--- config.mk ---
export PLATFORM = sky130hd
export DESIGN_NAME = shift_sequencer_flat
export DESIGN_NICKNAME = d
export VERILOG_FILES = /design/src/rtl/shift_sequencer_if.sv /design/src/rtl/shift_sequencer.sv /design/src/flat_wrapper.sv
export SDC_FILE = /design/constraint.sdc
export NUM_CORES = 1
export LEC_CHECK = 0
export CAP_MARGIN = 10
export CORE_MARGIN = 2
export CORE_UTILIZATION = 30
export DETAILED_ROUTE_END_ITERATION = 7
export HOLD_SLACK_MARGIN = 0.06
export MAX_ROUTING_LAYER = met4
export PLACE_DENSITY = 0.59
export SKIP_LAST_GASP = 1
export SLEW_MARGIN = 20
export SYNTH_ARGS = -nofsm -noshare
export SYNTH_HDL_FRONTEND = slang
export SYNTH_SLANG_ARGS = --single-unit
--- constraint.sdc ---
create_clock -name clk -period 3.78 [get_ports clk]
set_input_delay 0.378 -clock clk [delete_from_list [all_inputs] [get_ports clk]]
set_output_delay 0.378 -clock clk [all_outputs]
set_load 0.05 [all_outputs]
--- src/rtl/shift_sequencer_if.sv ---
// shift_sequencer_if: bundles the two request channels, the result channel and the
// shift-register control/feedback signals of shift_sequencer.
//   req0_* / req1_* : valid/ready request channels carrying operand, shift amount and mode
//   res_*           : valid/ready result channel with owning-requester tag
//   sr_*            : control to (enable/mode/in) and feedback from (out) the shift register
// Modports:
//   slave  : the sequencer's view
//   master : the environment's view (requesters, result consumer, shift register)
interface shift_sequencer_if #(
  parameter int unsigned WIDTH = 16,
  parameter int unsigned AMT_W = $clog2(WIDTH) + 1
);
  logic             req0_valid;
  logic             req0_ready;
  logic [WIDTH-1:0] req0_data;
  logic [AMT_W-1:0] req0_amt;
  logic             req0_mode;

  logic             req1_valid;
  logic             req1_ready;
  logic [WIDTH-1:0] req1_data;
  logic [AMT_W-1:0] req1_amt;
  logic             req1_mode;

  logic             res_valid;
  logic             res_ready;
  logic [WIDTH-1:0] res_data;
  logic             res_tag;

  logic             sr_enable;
  logic             sr_mode;
  logic [WIDTH-1:0] sr_in;
  logic [WIDTH-1:0] sr_out;

  modport slave (
    input  req0_valid, req0_data, req0_amt, req0_mode,
    input  req1_valid, req1_data, req1_amt, req1_mode,
    input  res_ready, sr_out,
    output req0_ready, req1_ready,
    output res_valid, res_data, res_tag,
    output sr_enable, sr_mode, sr_in
  );

  modport master (
    output req0_valid, req0_data, req0_amt, req0_mode,
    output req1_valid, req1_data, req1_amt, req1_mode,
    output res_ready, sr_out,
    input  req0_ready, req1_ready,
    input  res_valid, res_data, res_tag,
    input  sr_enable, sr_mode, sr_in
  );
endinterface

--- src/rtl/shift_sequencer.sv ---
// shift_sequencer: shares one external right shift register between two requesters.
// A multi-bit right shift is done by enabling the register for N consecutive cycles,
// loading the operand on the first cycle and feeding the register output back after.
// Requesters are arbitrated round-robin; results return on a valid/ready channel with
// a tag naming the owning requester.
// Ports:
//   clk   : system clock, rising edge
//   rst_n : asynchronous active-low reset
//   bus   : shift_sequencer_if.slave (request, result and shift-register signals)
module shift_sequencer #(
  parameter int unsigned WIDTH = 16,
  parameter int unsigned AMT_W = $clog2(WIDTH) + 1
) (
  input logic              clk,
  input logic              rst_n,
  shift_sequencer_if.slave bus
);

  typedef enum logic [1:0] {StIdle, StShift, StDone} state_e;

  localparam logic [AMT_W-1:0] AmtMax = AMT_W'(WIDTH);

  state_e           state_q;
  logic             last_grant_q;
  logic [AMT_W-1:0] cnt_q;
  logic [WIDTH-1:0] data_q;
  logic             mode_q;
  logic             tag_q;
  logic             first_q;   // first SHIFT cycle: load operand instead of feedback
  logic             bypass_q;  // amt == 0: result is the captured operand
  logic             sr_enable_q;
  logic             sr_mode_q;
  logic             res_valid_q;

  logic             any_valid;
  logic             gnt_idx;
  logic             accept;
  logic [WIDTH-1:0] acc_data;
  logic [AMT_W-1:0] acc_amt;
  logic [AMT_W-1:0] acc_amt_clamped;
  logic             acc_mode;

  // Arbitration: a sole requester wins; on contention the one not granted last wins.
  always_comb begin
    any_valid = bus.req0_valid | bus.req1_valid;
    gnt_idx   = (bus.req0_valid && bus.req1_valid) ? ~last_grant_q : bus.req1_valid;
    accept    = rst_n && (state_q == StIdle) && any_valid;
    acc_data  = gnt_idx ? bus.req1_data : bus.req0_data;
    acc_amt   = gnt_idx ? bus.req1_amt  : bus.req0_amt;
    acc_mode  = gnt_idx ? bus.req1_mode : bus.req0_mode;
    // Shifting further than WIDTH cannot change the result.
    acc_amt_clamped = (acc_amt > AmtMax) ? AmtMax : acc_amt;
  end

  // Ready is gated by rst_n so every output is low while reset is held.
  assign bus.req0_ready = accept & ~gnt_idx;
  assign bus.req1_ready = accept &  gnt_idx;

  assign bus.sr_enable = sr_enable_q;
  assign bus.sr_mode   = sr_mode_q;
  assign bus.res_valid = res_valid_q;

  always_comb begin
    bus.sr_in    = '0;
    bus.res_data = '0;
    bus.res_tag  = 1'b0;
    if (state_q == StShift) begin
      bus.sr_in = first_q ? data_q : bus.sr_out;
    end
    if (state_q == StDone) begin
      // Register is not enabled in DONE, so sr_out holds steady during a stall.
      bus.res_data = bypass_q ? data_q : bus.sr_out;
      bus.res_tag  = tag_q;
    end
  end

  always_ff @(posedge clk or negedge rst_n) begin
    if (!rst_n) begin
      state_q      <= StIdle;
      last_grant_q <= 1'b1;
      cnt_q        <= '0;
      data_q       <= '0;
      mode_q       <= 1'b0;
      tag_q        <= 1'b0;
      first_q      <= 1'b0;
      bypass_q     <= 1'b0;
      sr_enable_q  <= 1'b0;
      sr_mode_q    <= 1'b0;
      res_valid_q  <= 1'b0;
    end else begin
      unique case (state_q)
        StIdle: begin
          if (accept) begin
            data_q       <= acc_data;
            mode_q       <= acc_mode;
            tag_q        <= gnt_idx;
            last_grant_q <= gnt_idx;
            cnt_q        <= acc_amt_clamped;
            first_q      <= 1'b1;
            if (acc_amt_clamped == '0) begin
              bypass_q    <= 1'b1;
              res_valid_q <= 1'b1;
              state_q     <= StDone;
            end else begin
              bypass_q    <= 1'b0;
              sr_enable_q <= 1'b1;
              sr_mode_q   <= acc_mode;
              state_q     <= StShift;
            end
          end
        end
        StShift: begin
          first_q <= 1'b0;
          cnt_q   <= cnt_q - AMT_W'(1);
          if (cnt_q == AMT_W'(1)) begin
            sr_enable_q <= 1'b0;
            sr_mode_q   <= 1'b0;
            res_valid_q <= 1'b1;
            state_q     <= StDone;
          end
        end
        StDone: begin
          if (bus.res_ready) begin
            res_valid_q <= 1'b0;
            state_q     <= StIdle;
          end
        end
        default: begin
          state_q <= StIdle;
        end
      endcase
    end
  end

  // mode_q is kept for completeness of the captured operation; sr_mode_q drives the port.
  logic unused_mode;
  assign unused_mode = mode_q;

endmodule

--- src/flat_wrapper.sv ---
// flat-port wrapper written by rule: the top's interface ports become plain ports
module shift_sequencer_flat 
#(
  parameter int unsigned WIDTH = 16,
  parameter int unsigned AMT_W = $clog2(WIDTH) + 1
)
  (clk, rst_n, bus_req0_valid, bus_req0_data, bus_req0_amt, bus_req0_mode, bus_req1_valid, bus_req1_data, bus_req1_amt, bus_req1_mode, bus_res_ready, bus_sr_out, bus_req0_ready, bus_req1_ready, bus_res_valid, bus_res_data, bus_res_tag, bus_sr_enable, bus_sr_mode, bus_sr_in);
  shift_sequencer_if #(.WIDTH(WIDTH), .AMT_W(AMT_W)) bus_i ();
  input logic clk;
  input logic rst_n;
  input wire logic [$bits(bus_i.req0_valid)-1:0] bus_req0_valid;
  input wire logic [$bits(bus_i.req0_data)-1:0] bus_req0_data;
  input wire logic [$bits(bus_i.req0_amt)-1:0] bus_req0_amt;
  input wire logic [$bits(bus_i.req0_mode)-1:0] bus_req0_mode;
  input wire logic [$bits(bus_i.req1_valid)-1:0] bus_req1_valid;
  input wire logic [$bits(bus_i.req1_data)-1:0] bus_req1_data;
  input wire logic [$bits(bus_i.req1_amt)-1:0] bus_req1_amt;
  input wire logic [$bits(bus_i.req1_mode)-1:0] bus_req1_mode;
  input wire logic [$bits(bus_i.res_ready)-1:0] bus_res_ready;
  input wire logic [$bits(bus_i.sr_out)-1:0] bus_sr_out;
  output wire logic [$bits(bus_i.req0_ready)-1:0] bus_req0_ready;
  output wire logic [$bits(bus_i.req1_ready)-1:0] bus_req1_ready;
  output wire logic [$bits(bus_i.res_valid)-1:0] bus_res_valid;
  output wire logic [$bits(bus_i.res_data)-1:0] bus_res_data;
  output wire logic [$bits(bus_i.res_tag)-1:0] bus_res_tag;
  output wire logic [$bits(bus_i.sr_enable)-1:0] bus_sr_enable;
  output wire logic [$bits(bus_i.sr_mode)-1:0] bus_sr_mode;
  output wire logic [$bits(bus_i.sr_in)-1:0] bus_sr_in;
  assign bus_i.req0_valid = bus_req0_valid;
  assign bus_i.req0_data = bus_req0_data;
  assign bus_i.req0_amt = bus_req0_amt;
  assign bus_i.req0_mode = bus_req0_mode;
  assign bus_i.req1_valid = bus_req1_valid;
  assign bus_i.req1_data = bus_req1_data;
  assign bus_i.req1_amt = bus_req1_amt;
  assign bus_i.req1_mode = bus_req1_mode;
  assign bus_i.res_ready = bus_res_ready;
  assign bus_i.sr_out = bus_sr_out;
  assign bus_req0_ready = bus_i.req0_ready;
  assign bus_req1_ready = bus_i.req1_ready;
  assign bus_res_valid = bus_i.res_valid;
  assign bus_res_data = bus_i.res_data;
  assign bus_res_tag = bus_i.res_tag;
  assign bus_sr_enable = bus_i.sr_enable;
  assign bus_sr_mode = bus_i.sr_mode;
  assign bus_sr_in = bus_i.sr_in;
  shift_sequencer #(.WIDTH(WIDTH), .AMT_W(AMT_W)) u_core (.clk(clk), .rst_n(rst_n), .bus(bus_i));
endmodule
==> flow_summary.toml <==
[synth]
syn_avg_cell_area_um2 = 9.29
synth_top_area_share_pct = 34.0
synth_area_leaders = "dfrtp_1 (34%), mux2i_1 (16%), nor2b_1 (9.7%)"
ys.flop_type = "dfrtp_1"
synthTopCellsByCount = "mux2i_1 (35), nor2b_1 (33), dfrtp_1 (29)"
synth_edf_count = 0
syn-num-nets = 300
ys_seq_elements = 30
syn_area_um2 = 2140
yosys_warnings = 0
ys_seq_area_share_pct = 35.2
synth_top_area_cell = "dfrtp_1"
yosysMostFrequentCell = "mux2i_1"
synth-async-reset-ratio_pct = 100
synth.distinct_cells = 38
synthCells = 230

[timing]
worst_pin_slew_ps = 985
fmax_ghz = 0.350
holdWs_ps = 133
rsz0062_at_grt = "no"
hold_viol_final = 0
slew_headroom_pct = 34.4
setup-violations-final = 0
fin_crit_sh_pct = 75.7
min_period_ps = 2860
slew_violations = 0
fin_tns_setup_ps = 0
clock_skew_ps = 5.89
finalWorstSetupSlack_ps = 919

[setup_path]
endpoint_kind = "primary output"
rrSetupSlack_ps = 1600
r2r_end = "u_core.bus.sr_mode"
critical_path_arrival_ps = 2480
crit_fanout = 20
worst_r2r_path_depth = 6
path_cells = "inv_1 > ha_1 > nor2b_1 > clkdlybuf4s50_1"
critical-path-top-delay-family = "buffers and inverters"
reg2reg_from = "u_core.state_q[1]"
critPathKind = "register to primary output"
cpPeakStageDelay_ps = 840
start_kind = "register"
cp.required_ps = 3400
cp_num_buf_inv = 2
crit_path_top_delay_cell = "clkdlybuf4s50_1"

[clock_network]
cts_resized = 0
postCtsHoldBufs = 0
postCtsSetupBuffers = 0
cts_made_buffers = 5
clkTransAtPathRegs_ps = 60
root_buffer = "clkbuf_8"
h-tree-depth = 2
cts_tree = "built"
clockBufferDepth = 2
clock-sinks = 30
insertion_delay_ps = 280

[status]
status = "finished, final reports clean"

[grt]
track_usage_pct = 17.7
grt_antenna_before_repair = 0
grt_max_degree = 33
first_global_vias = 2118
grt_pass1_wl_um = 10500
gr-total-overflow = 0

[floorplanning]
coreArea_um2 = 6830
fp.dieH_um = 88.4
num_rows = 30
dieArea_um2 = 7810
fp.dieW_um = 88.4
start_util_pct = 31.3
ioPinCount = 103

[hold_path]
hold_path_class = "input pin to asynchronous set/reset pin"

[pwr]
swShare_pct = 48.8
p_leak_nw = 1.45
totalPowerFinal_w = 0.00264
pwr-share-seq_pct = 26.3
power.density_nw_per_um2 = 784
power_frac_comb_pct = 63.5
p_int_w = 0.00135
max-vdd-ir-drop_v = 0.000373
power_switching_w = 0.00129
clkPwrFrac_pct = 10.2

[placement]
gp_congestion = 0.804
hpwl_um = 4810
io_buffer_count = 102
pre_cts_ws_ps = 1240

[flow_run]
cap_violations = 0

[detailed_routing]
drtIter0Drc = 155
routed_wl_um = 6620
viasPerCell = 4.96
detail_route.wl_per_cell_um = 15.5
vias = 2119
drtAntennaViolNets = 0
first_pass_iters = 4
drc_errors = 0

[layout]
drive_above_1_share_pct = 6.95
syn2layout_area_growth_pct = 57.7
final_nets = 400
diodes = 0
fin_util_pct = 49.3
nFillCells = 674
how the worst max path moves through the flow:
| stage | start | cells past startpoint | endpoint | slack [ps] |
|---|---|---|---|---|
| floorplan | u_core.state_q[1] | 5 | bus_sr_in[10] | 1520 |
| global placement | u_core.state_q[0] | 4 | bus_res_data[13] | 1270 |
| detailed placement | u_core.first_q | 3 | bus_sr_in[13] | 1240 |
| CTS | u_core.first_q | 3 | bus_sr_in[13] | 900 |
| global route | u_core.state_q[1] | 4 | bus_sr_in[13] | 780 |
| finish | u_core.state_q[1] | 4 | bus_sr_in[13] | 920 |
through the flow:
| step | instance area [um^2] | std cells |
|---|---|---|
| 3_5_place_dp | 3280 | 419 |
| 5_1_grt | 3370 | 427 |
| 6_report | 3370 | 427 |
| 2_1_floorplan | 2140 | 230 |
| 4_1_cts | 3370 | 427 |
| 3_3_place_gp | 3280 | 419 |
state kept, by name (all words and copies together), names as in the netlist:
name,flops
u_core.state_q,2
u_core.data_q,16
u_core.last_grant_q,1
u_core.tag_q,1
u_core.bypass_q,1
u_core.cnt_q,5
u_core.bus.sr_enable,1
u_core.bus.sr_mode,1
u_core.bus.res_valid,1
u_core.first_q,1
per-layer routing:
metal / track usage [%] / vias up / wire (um)
li1: - / 1035 / -
met1: 23.0 / 1001 / 3030
met2: 28.6 / 72 / 3100
met3: 3.17 / 11 / 378
met4: 4.27 / 0 / 110
met5: - / - / 0
logic make-up (layout without fill, tap and decap cells):
kind of cell	count (synthesis)	count (layout)	synth area share [%]
compound gates	50	50	18.9
buf+inv	38	139	6.85
mux	36	36	17.1
flops	30	30	35.2
simple gates	71	71	19.0
fa+ha+maj	5	5	2.93
power groups by stage:
stage / logic, W / clock network, W / registers [W]
2_1_floorplan: 0.00122 / 0 / 0.000626
3_3_place_gp: 0.00167 / 0 / 0.000696
3_5_place_dp: 0.00168 / 0 / 0.000699
4_1_cts: 0.00169 / 0.000279 / 0.000694
5_1_grt: 0.00181 / 0.000291 / 0.000724
6_report: 0.00168 / 0.000268 / 0.000695
cell type report:
type	instances	area, um^2	share of cell area [%]
inverter	23	86.3	2.56
clock buffer	7	86.3	2.56
tap	96	120	3.56
multi-input combinational	162	1240	36.8
timing repair buffer	108	1080	32.1
sequential	30	752	22.3
clock inverter	1	5.00	0.149
layout by cell type (no fill, tap or decap), drive strengths merged, types with 2 or more instances in the layout:
master,instances
dfrtp,29
mux2i,35
nor2,13
ha,5
nand3,9
a222oi,16
o211ai,2
clkdlybuf4s50,99
inv,23
o21ai,7
nor2b,33
nor3,4
a21o,2
buf,9
a211oi,7
a21oi,6
nand2,3
clkbuf,7
nor3b,2
or3b,2
(Power assumes the default switching activity.)
